`config.mk`:
```
export PLATFORM = sky130hd
export DESIGN_NAME = vram_arbiter
export DESIGN_NICKNAME = d
export VERILOG_FILES = /design/src/rtl/vga_pkg.sv /design/src/rtl/vram_rd_pipe.sv /design/src/rtl/vram_arbiter.sv
export SDC_FILE = /design/constraint.sdc
export NUM_CORES = 1
export LEC_CHECK = 0
export CORE_ASPECT_RATIO = 1.25
export CORE_UTILIZATION = 44
export DETAILED_ROUTE_END_ITERATION = 7
export MAX_ROUTING_LAYER = met4
export PLACE_DENSITY = 0.8
export SKIP_LAST_GASP = 1
export SYNTH_ARGS = -nofsm -noshare
export SYNTH_HDL_FRONTEND = slang
export SYNTH_SLANG_ARGS = --single-unit
```
`constraint.sdc`:
```
create_clock -name pixel_clk -period 2.3 [get_ports pixel_clk]
set_clock_uncertainty 0.05 [all_clocks]
set_input_delay 0.46 -clock pixel_clk [delete_from_list [all_inputs] [get_ports pixel_clk]]
set_output_delay 0.46 -clock pixel_clk [all_outputs]
set_load 0.005 [all_outputs]
```
`src/rtl/vga_pkg.sv`:
```
// Shared 1280x800 display constants and the VRAM arbiter state encoding.
package vga_pkg;

   localparam int H_ACTIVE       = 1280;
   localparam int H_TOTAL        = 1440;
   localparam int V_ACTIVE       = 800;
   localparam int V_TOTAL        = 823;
   localparam int PIX_PER_WORD   = 2;
   localparam int VGA_LINE_WORDS = H_ACTIVE / PIX_PER_WORD;
   localparam int VGA_LINE_SHIFT = 10;

   typedef enum logic [1:0] {
      ST_IDLE,
      ST_BURST,
      ST_DRAIN
   } arb_state_t;

endpackage

```
`src/rtl/vram_rd_pipe.sv`:
```
// Tracks in-flight SRAM reads: a DEPTH-deep {valid, index} shift register with squash.
module vram_rd_pipe #(
   parameter int DEPTH = 2,
   parameter int IDX_W = 10
) (
   input  logic             clk_i,
   input  logic             rst_ni,
   input  logic             squash_i,
   input  logic             load_v_i,
   input  logic [IDX_W-1:0] load_idx_i,
   output logic             out_v_o,
   output logic [IDX_W-1:0] out_idx_o,
   output logic             pend_o
);

   localparam logic [DEPTH-1:0] LAST_MASK = DEPTH'(1) << (DEPTH - 1);

   logic [DEPTH-1:0] vld_q;
   logic [IDX_W-1:0] idx_q [DEPTH];

   always_ff @(posedge clk_i or negedge rst_ni) begin
      if (!rst_ni) begin
         vld_q <= '0;
      end else if (squash_i) begin
         vld_q <= '0;
      end else begin
         vld_q[0] <= load_v_i;
         for (int k = 1; k < DEPTH; k++) vld_q[k] <= vld_q[k-1];
      end
   end

   always_ff @(posedge clk_i) begin
      idx_q[0] <= load_idx_i;
      for (int k = 1; k < DEPTH; k++) idx_q[k] <= idx_q[k-1];
   end

   assign out_v_o   = vld_q[DEPTH-1];
   assign out_idx_o = idx_q[DEPTH-1];
   // Reads still behind the output stage; the one at the output retires this cycle.
   assign pend_o    = |(vld_q & ~LAST_MASK);

endmodule

```
`src/rtl/vram_arbiter.sv`:
```
// Single-port pixel SRAM arbiter: display line prefetch has priority over host writes.
// Optional macro HOST_SLOT_EN grants the host one cycle every HOST_SLOT_PERIOD burst reads.
module vram_arbiter
   import vga_pkg::*;
#(
   parameter int ADDR_W     = 18,
   parameter int DATA_W     = 16,
   parameter int LINE_SHIFT = VGA_LINE_SHIFT,
   parameter int LINE_WORDS = VGA_LINE_WORDS,
   parameter int READ_LAT   = 2
`ifdef HOST_SLOT_EN
   , parameter int HOST_SLOT_PERIOD = 16
`endif
) (
   input  logic              pixel_clk,
   input  logic              rst_n,
   input  logic              fetch_start,
   input  logic [9:0]        fetch_row,
   output logic              fetch_busy,
   output logic              fetch_done,
   output logic              fetch_overrun,
   input  logic              host_wr_valid,
   output logic              host_wr_ready,
   input  logic [ADDR_W-1:0] host_addr,
   input  logic [DATA_W-1:0] host_data,
   output logic              mem_en,
   output logic              mem_we,
   output logic [ADDR_W-1:0] mem_addr,
   output logic [DATA_W-1:0] mem_wdata,
   input  logic [DATA_W-1:0] mem_rdata,
   output logic              lb_we,
   output logic [9:0]        lb_addr,
   output logic [DATA_W-1:0] lb_data
);

   localparam int               IDX_W    = 10;
   localparam logic [IDX_W-1:0] LAST_IDX = IDX_W'(LINE_WORDS - 1);

   arb_state_t        state_q, state_d;
   logic [IDX_W-1:0]  idx_q, idx_d, rd_idx_q;
   logic [ADDR_W-1:0] base_q, base_d, row_base, mem_addr_q;
   logic [DATA_W-1:0] mem_wdata_q;
   logic              mem_en_q, mem_we_q;
   logic              issue_rd, issue_wr, grant_host, squash, slot_grant, rd_inflight;
   logic              pipe_v, pipe_pend;
   logic [IDX_W-1:0]  pipe_idx;

   assign row_base    = ADDR_W'(fetch_row) << LINE_SHIFT;
   assign rd_inflight = mem_en_q & ~mem_we_q;

`ifdef HOST_SLOT_EN
   localparam int SLOT_W = $clog2(HOST_SLOT_PERIOD + 1);
   logic [SLOT_W-1:0] slot_q;

   always_ff @(posedge pixel_clk or negedge rst_n) begin
      if (!rst_n) begin
         slot_q <= '0;
      end else if (fetch_start) begin
         slot_q <= '0;
      end else if (issue_rd) begin
         // A slot skipped for lack of a host request still starts the next period.
         slot_q <= (slot_q == SLOT_W'(HOST_SLOT_PERIOD)) ? SLOT_W'(1) : slot_q + 1'b1;
      end else if (issue_wr && state_q != ST_IDLE) begin
         slot_q <= '0;
      end
   end

   assign slot_grant = (slot_q == SLOT_W'(HOST_SLOT_PERIOD)) && host_wr_valid;
`else
   assign slot_grant = 1'b0;
`endif

   always_comb begin
      state_d    = state_q;
      idx_d      = idx_q;
      base_d     = base_q;
      issue_rd   = 1'b0;
      grant_host = 1'b0;
      squash     = 1'b0;
      unique case (state_q)
         ST_IDLE: begin
            if (fetch_start) begin
               state_d = ST_BURST;
               base_d  = row_base;
               idx_d   = '0;
            end else begin
               grant_host = 1'b1;
            end
         end
         ST_BURST: begin
            if (fetch_start) begin
               squash = 1'b1;
               base_d = row_base;
               idx_d  = '0;
            end else if (slot_grant) begin
               grant_host = 1'b1;
            end else begin
               issue_rd = 1'b1;
               idx_d    = idx_q + 1'b1;
               if (idx_q == LAST_IDX) state_d = ST_DRAIN;
            end
         end
         ST_DRAIN: begin
            if (fetch_start) begin
               squash  = 1'b1;
               state_d = ST_BURST;
               base_d  = row_base;
               idx_d   = '0;
            end else begin
               grant_host = slot_grant;
               if (!rd_inflight && !pipe_pend) state_d = ST_IDLE;
            end
         end
         default: state_d = ST_IDLE;
      endcase
   end

   assign issue_wr = grant_host & host_wr_valid;

   always_ff @(posedge pixel_clk or negedge rst_n) begin
      if (!rst_n) begin
         state_q     <= ST_IDLE;
         idx_q       <= '0;
         base_q      <= '0;
         mem_en_q    <= 1'b0;
         mem_we_q    <= 1'b0;
         mem_addr_q  <= '0;
         mem_wdata_q <= '0;
      end else begin
         state_q  <= state_d;
         idx_q    <= idx_d;
         base_q   <= base_d;
         mem_en_q <= issue_rd | issue_wr;
         mem_we_q <= issue_wr;
         if (issue_wr) begin
            mem_addr_q  <= host_addr;
            mem_wdata_q <= host_data;
         end else if (issue_rd) begin
            mem_addr_q <= base_q + ADDR_W'(idx_q);
         end
      end
   end

   always_ff @(posedge pixel_clk) begin
      if (issue_rd) rd_idx_q <= idx_q;
   end

   vram_rd_pipe #(
      .DEPTH (READ_LAT),
      .IDX_W (IDX_W)
   ) u_rd_pipe (
      .clk_i      (pixel_clk),
      .rst_ni     (rst_n),
      .squash_i   (squash),
      .load_v_i   (rd_inflight),
      .load_idx_i (rd_idx_q),
      .out_v_o    (pipe_v),
      .out_idx_o  (pipe_idx),
      .pend_o     (pipe_pend)
   );

   assign mem_en        = mem_en_q;
   assign mem_we        = mem_we_q;
   assign mem_addr      = mem_addr_q;
   assign mem_wdata     = mem_wdata_q;
   assign lb_we         = pipe_v;
   assign lb_addr       = pipe_v ? pipe_idx : '0;
   assign lb_data       = pipe_v ? mem_rdata : '0;
   assign fetch_done    = pipe_v && (pipe_idx == LAST_IDX);
   assign fetch_busy    = (state_q != ST_IDLE);
   assign fetch_overrun = fetch_start && (state_q != ST_IDLE);
   assign host_wr_ready = grant_host & rst_n;

endmodule

```
Word level (Yosys, flattened, before mapping)
Memories as Yosys holds them, arrays and structs flattened.
Index checks and enable logic that the tools add are counted.
{"block": "word_totals", "ff_bits": 68, "latchBits": 0, "ram_bits": 20, "rom_bits": 0, "input_bits": 64, "out_inout_bits": 67, "word_cells": 60, "mem_count": 1}
{"memory": "u_rd_pipe.idx_q", "words": 2, "width": 10, "read_ports": 2, "rd_ports_with_merged_regs": 0, "write_ports": 2, "line": "vram_rd_pipe.sv:19", "text": "logic [IDX_W-1:0] idx_q [DEPTH];"}
{"block": "classes", "n_addsub": 2, "mul": 0, "div_mod_pow": 0, "magnitude_cmp": 0, "eq_ne": 9, "shift": 0, "mux": 19, "n_bitwise": 5, "reduce_logical": 15}
{"op": "18-bit two-way mux", "count": 2}
{"op": "10-bit two-way mux", "count": 3}
{"op": "10-bit == test (second input constant)", "count": 2}
{"op": "10-bit case mux with 2 select lines", "count": 1}
{"op": "18-bit by 10-bit adder with 18-bit output", "count": 1}
{"op": "16-bit two-way mux", "count": 1}
{"op": "2-bit two-way mux", "count": 6}
{"op": "10-bit by 1-bit adder with 10-bit output (second input constant)", "count": 1}
{"op": "2-bit != test (second input constant)", "count": 3}
{"op": "2-bit case mux with 3 select lines", "count": 1}
{"op": "2-bit nonzero test", "count": 3}
{"op": "1-bit two-way mux", "count": 5}
{"op": "2-bit AND reduction", "count": 2}
{"op": "4-bit AND reduction", "count": 1}
{"op": "2-bit OR reduction", "count": 2}
{"op": "1-bit AND", "count": 3}
{"op": "1-bit logical AND", "count": 3}
{"op": "3-bit != test (second input constant)", "count": 1}
{"op": "3-bit OR reduction", "count": 1}
{"op": "2-bit by 1-bit == test with 1-bit output (second input constant)", "count": 1}
{"op": "2-bit == test (second input constant)", "count": 1}
{"op": "1-bit zero test", "count": 2}
{"op": "2-bit zero test", "count": 1}
{"op": "2-bit by 1-bit != test with 1-bit output (second input constant)", "count": 1}
{"op": "other kinds (2)", "count": 2}

Logic depth before layout (Yosys ltp)
Gate-level depths: netlist of the first run.
{"block": "logic_depth", "ltp_word": 7, "depth_mapped": 8, "depth_no_buf": 6}

By module
A second synthesis of the first run with hierarchy kept.
{"block": "unflattened", "hier_cells": 297, "area_unflattened_um2": 3593.4}
{"mod": "vram_arbiter", "n_inst": 1, "cells_per_inst": 263, "area_per_inst_um2": 3055.4, "seq_area_each_um2": 1701.6}
{"mod": "vram_rd_pipe", "n_inst": 1, "cells_per_inst": 34, "area_per_inst_um2": 538.0, "seq_area_each_um2": 450.4}

Least setup slack after synthesis of the first run
No wires, ideal clock.
{"block": "synth_timing", "path_type": "register -> register", "from": "reg state_q[0]", "to": "reg mem_wdata_q[10], in the netlist mem_wdata[10]", "setup_time_ns": 0.128, "t_arrival_ns": 1.741, "required_time_ns": 2.122, "setup_slack_ns": 0.382, "stages_incl_launch_ff": 8, "n_path_buf": 2, "period_less_slack_ns": 1.918, "cell_sequence": "dfrtp_1 -> inv_1 -> ha_1 -> inv_2 -> nor3b_1 -> buf_2 -> buf_2 -> mux2_1"}
{"block": "synth_between", "elab_chain_cells": 3}
{"element": "start, declared", "line": "vram_arbiter.sv:39", "text": "arb_state_t state_q, state_d;"}
{"element": "start signal, assigned", "line": "vram_arbiter.sv:130", "text": "state_q <= state_d;"}
{"element": "2-bit zero test", "line": "vram_arbiter.sv:80", "text": "unique case (state_q)"}
{"element": "1-bit two-way mux"}
{"element": "1-bit AND", "line": "vram_arbiter.sv:118", "text": "assign issue_wr = grant_host & host_wr_valid;"}
{"element": "end signal, assigned", "line": "vram_arbiter.sv:137", "text": "mem_wdata_q <= host_data;"}
{"element": "end, declared", "line": "vram_arbiter.sv:42", "text": "logic [DATA_W-1:0] mem_wdata_q;"}
Every way passes these cells.
A chain may end at the register's enable or synchronous reset.

Worst setup path after layout of the first run
{"block": "layout_timing", "from": "reg u_rd_pipe.vld_q[1]", "to": "out fetch_done"}
{"block": "layout_between", "elab_chain_cells": 1}
{"element": "start, declared", "line": "vram_rd_pipe.sv:18", "text": "logic [DEPTH-1:0] vld_q;"}
{"element": "start signal, assigned", "line": "vram_rd_pipe.sv:23", "text": "vld_q <= '0;"}
{"element": "start signal, assigned", "line": "vram_rd_pipe.sv:25", "text": "vld_q <= '0;"}
{"element": "1-bit logical AND", "line": "vram_arbiter.sv:169", "text": "assign fetch_done = pipe_v && (pipe_idx == LAST_IDX);"}
{"element": "end, declared", "line": "vram_arbiter.sv:20", "text": "output logic fetch_done,"}
Every way passes these cells.

==> results by stage, run 1 <==
Logic synthesis:
- After synthesis, the netlist uses 40 different library cells.
- After synthesis, the share of flip-flops with an asynchronous set or reset is 65.9%.
- Sequential elements use 61.1% of the synthesized area.
- The top flip-flop cell by instance count after synthesis is dfrtp_1.
- The flop and latch count out of synthesis is 88.
- The cell count after synthesis came out at 283.
- The synthesized design devotes to its leading area cell type 41.2% of total area.
- The synthesized design contains 10 enable-type register cells.
- The largest total area in the synthesized netlist belongs to dfrtp_1.
- The post-synthesis cell area is 3520 um2.
- The Yosys warning count is 0.
- Counting every net in the synthesized netlist gives 354.
- By area the synthesized netlist is led by dfrtp_1 41%, dfxtp_1 11%, edfxtp_1 8.5%, mux2_1 6.1%, mux2i_1 5.1%.
- After synthesis, the mean cell area works out to 12.4 um2.

Floorplanning:
- The core footprint is 7790 um2.
- The die area is 8370 um2.
- The number of top-level design ports is 131.
- In this run the core area contains 36 standard-cell rows.
- In this run the horizontal extent of the chip is 82.0 um.
- The die outline height is 102 um.
- Once the floorplan was initialized, standard cells occupied 45.2% of the core.

Global routing:
- For this run, global-route usage on met2 was measured as 32.8%.
- The wire length of the first global-routing pass is 12.3 mm.
- The number of global-route vias before repair is 2671.
- Entering global routing, the biggest net connects 59 pins.
- The total overflow left after global routing is 0.
- The initial antenna violation count came to 0.
- The most heavily used metal layer in global routing is met2.
- The global routing met1 resource utilization is 22.8%.
- The total routing usage reported by global routing is 20.3%.
- The global-route met3 utilization is 7.14%.

Cells and area:
- The share of cells above drive strength 1 is 10.5%.
- After filler insertion, the fill cell instance count of the layout stands at 584.
- The number of nets in the layout is 494.
- The growth of design area from synthesis to finish is 47.7%.
- The most frequent standard cell in the layout excluding fill and tap cells is clkdlybuf4s50_1.
- The number of standard cells in the layout, taps in and fillers out is 523.
- The number of antenna diodes in the final layout is 0.
- Cells fill 66.8% of the core in the end.
- In the layout the commonest cells are 125 x clkdlybuf4s50_1, 57 x dfrtp_1, 27 x and2_1.

STA:
- The max-slew violation total from the final report is 0.
- The achievable frequency is 443 MHz.
- For the pin with the worst max-slew slack, the measured transition is 727 ps.
- Of the available clock period, the critical path in the final layout requires 98.1%.
- The number of hold violations in the final report is 0.
- Setup repair after global routing could not meet its margin everywhere.
- The worst path needs 2260 ps of the cycle, external delays included.
- The headroom to the max-slew limit is 51.5%.
- Setup violations remaining at the end of the flow were counted as 0.

Clock network:
- The number of H-tree levels is 3.
- The TritonCTS sink count is 88.
- The clock latency on the worst-skew pair is 360 ps.
- The post-cts hold buffer count is 0.
- Clock tree synthesis inserted a total of 9 buffers.
- After clock tree synthesis, the clock-pin slew on the worst setup and hold paths is 90 ps.
- The clock tree root buffer cell is clkbuf_8.
- TritonCTS built the clock tree.
- The deepest clock path buffer count is 2.

Setup path:
- The worst setup path is of the register to output port kind.
- On the critical path, the stage with the largest delay is an instance of clkdlybuf4s50_1.
- The count of buffer and inverter cells on the critical path is 1.
- The peak per-stage delay on the critical path is 540 ps.
- The critical path's top delay family is buffers and inverters.
- The kind of launch point of the worst setup path is a register.
- Walking the worst path, the cells encountered are and2_1, nand3b_1, nor4_2, clkdlybuf4s50_1.
- The worst setup path is captured at an output port.
- STA puts the critical path data required time at 1790 ps.
- The arrival time reported for the critical path endpoint is 1750 ps.
- The maximum fanout encountered on the critical timing path is 2.

Power:
- Summed over all cells, the static leakage comes to 0.00224 uW.
- Power spread over the standard cell area amounts to 1020 nW/um2.
- VDD sags by at most 0.644 mV.
- Summing internal, switching and leakage power gives 5290 uW.

Route:
- Detailed routing inserted a total of 2585 vias.
- The DRC violation count after routing is 0.
- Using the TritonRoute via totals, the vias-per-cell ratio works out to 4.94.
- The count of routing violations after the opening detailed-route iteration is 63.
- The antenna violation net count after detailed routing is 0.
- The final wirelength is 7.41 mm.
- The first-pass iteration count of the detailed router is 4.
- Dividing the detail-routed wire length by the instance count gives 14.2 um.

Place:
- Routability-driven placement finished with a final weighted congestion of 0.868.
- The cell count after placement is 506.
- Detailed placement finished with a half-perimeter wire length of 5.42 mm.
- The count of buffers added on input and output ports is 128.

Outcome:
- The run finished with clean final reports.

Hold path:
- The tightest min-delay check is of the primary input to async pin type.

Run:
- The number of violations of the max-capacitance limit is 0.
## worst paths after layout
kind / end / startpoint / cells after the start / slack [ps]
max reg2reg: state_q[1] / idx_q[8] / 4 / 490
max: fetch_done / u_rd_pipe.vld_q[1] / 4 / 40
min in group pixel_clk: u_rd_pipe.idx_q[0][17] / u_rd_pipe.idx_q[0][7] / 0 / 280
max in group asynchronous: state_q[1] / rst_n / 2 / 1470
min: base_q[14] / rst_n / 2 / 200
min reg2reg: u_rd_pipe.idx_q[0][17] / u_rd_pipe.idx_q[0][7] / 0 / 280
## registers in the layout (all words and copies together) (netlist names)
register / count
mem_we: 1
idx_q: 10
mem_en: 1
state_q: 2
base_q: 8
mem_wdata: 16
rd_idx_q: 10
u_rd_pipe.idx_q: 20
mem_addr: 18
u_rd_pipe.vld_q: 2
## through the flow
stage | setup slack [ps] | instance area [um2] | setup TNS (ps) | hold WS, ps
final | 43.6 | 5200 | 0 | 195
after global routing | -14.2 | 5200 | -14.2 | 282
after CTS | 40.4 | 5190 | 0 | 229
after detailed placement | 31.9 | 4990 | 0 | 265
after floorplan | 382 | 3520 | 0 | 114
after global placement | 18.1 | 4990 | 0 | 260
## cells in the mapped netlist, types with 2 or more instances
cell type  number
a22o_1          3
mux2_1         19
inv_1           3
buf_2           8
or3_1           2
nand3b_1        3
xnor2_1         3
a21o_1          2
nand2b_1        7
nor2b_1         2
clkbuf_1        3
mux2_2          7
nand2_1        23
a211oi_1        3
nor3b_1         3
o31ai_1         3
buf_1           3
and2_1         27
dfrtp_1        58
nand4_1         2
a21oi_1         2
edfxtp_1       10
ha_1            7
dfxtp_1        20
o21ai_1        18
nor2_1          8
mux2i_1        18
nand3_1         3
o21ai_0         2
## worst reg2reg max path, cell delays in order, from the launching register on
cell and delay [ps]:
dfrtp_1 460, or4b_1 520, o31ai_1 210, o31ai_1 130
mux2_1 320
## report_power, final
group | switching [uW] | total [uW] | leakage, uW | internal, uW
clock | 539 | 1040 | 0.0000933 | 501
sequential | 212 | 2220 | 0.000990 | 2010
combinational | 785 | 2030 | 0.00116 | 1250
total | 1540 | 5290 | 0.00224 | 3750
## kinds of logic after synthesis
| kind of cell | synth area share (%) |
|---|---|
| DFF | 61.1 |
| and+or+nand+nor | 13.5 |
| muxes | 13.4 |
| AOI/OAI and AO/OA | 6.29 |
| buffers and inverters | 2.20 |
| adders and majority gates | 2.49 |
| xor gates and xnor gates | 0.995 |
## layout make-up
class | instances | area, um2 | share of cell area (%)
timing repair buffer | 143 | 1420 | 27.2
clock buffer | 9 | 124 | 2.38
inverter | 4 | 15.0 | 0.289
clock inverter | 7 | 71.3 | 1.37
tap | 95 | 119 | 2.28
multi-input combinational | 177 | 1310 | 25.1
sequential | 88 | 2150 | 41.4
## timing repair
action	in CTS	in global routing
pin swaps	0	0
gates resized for setup	3	2
endpoints found under the setup margin	2	2
buffers inserted	1	0
## routing by layer
| layer | vias to the layer above | routed length (um) |
|---|---|---|
| met2 | 115 | 3630 |
| met3 | 12 | 708 |
| li1 | 1254 | - |
| met4 | 0 | 124 |
| met1 | 1204 | 2950 |
| met5 | - | 0 |
No activity file was read; power rests on OpenSTA's default activity.
==> run 2: changes to the inputs <==
- CTS_CLUSTER_SIZE: unset -> 28
==> results of run 2 <==
Same layout as run 1: the final DEF is identical, and so are final timing and power.
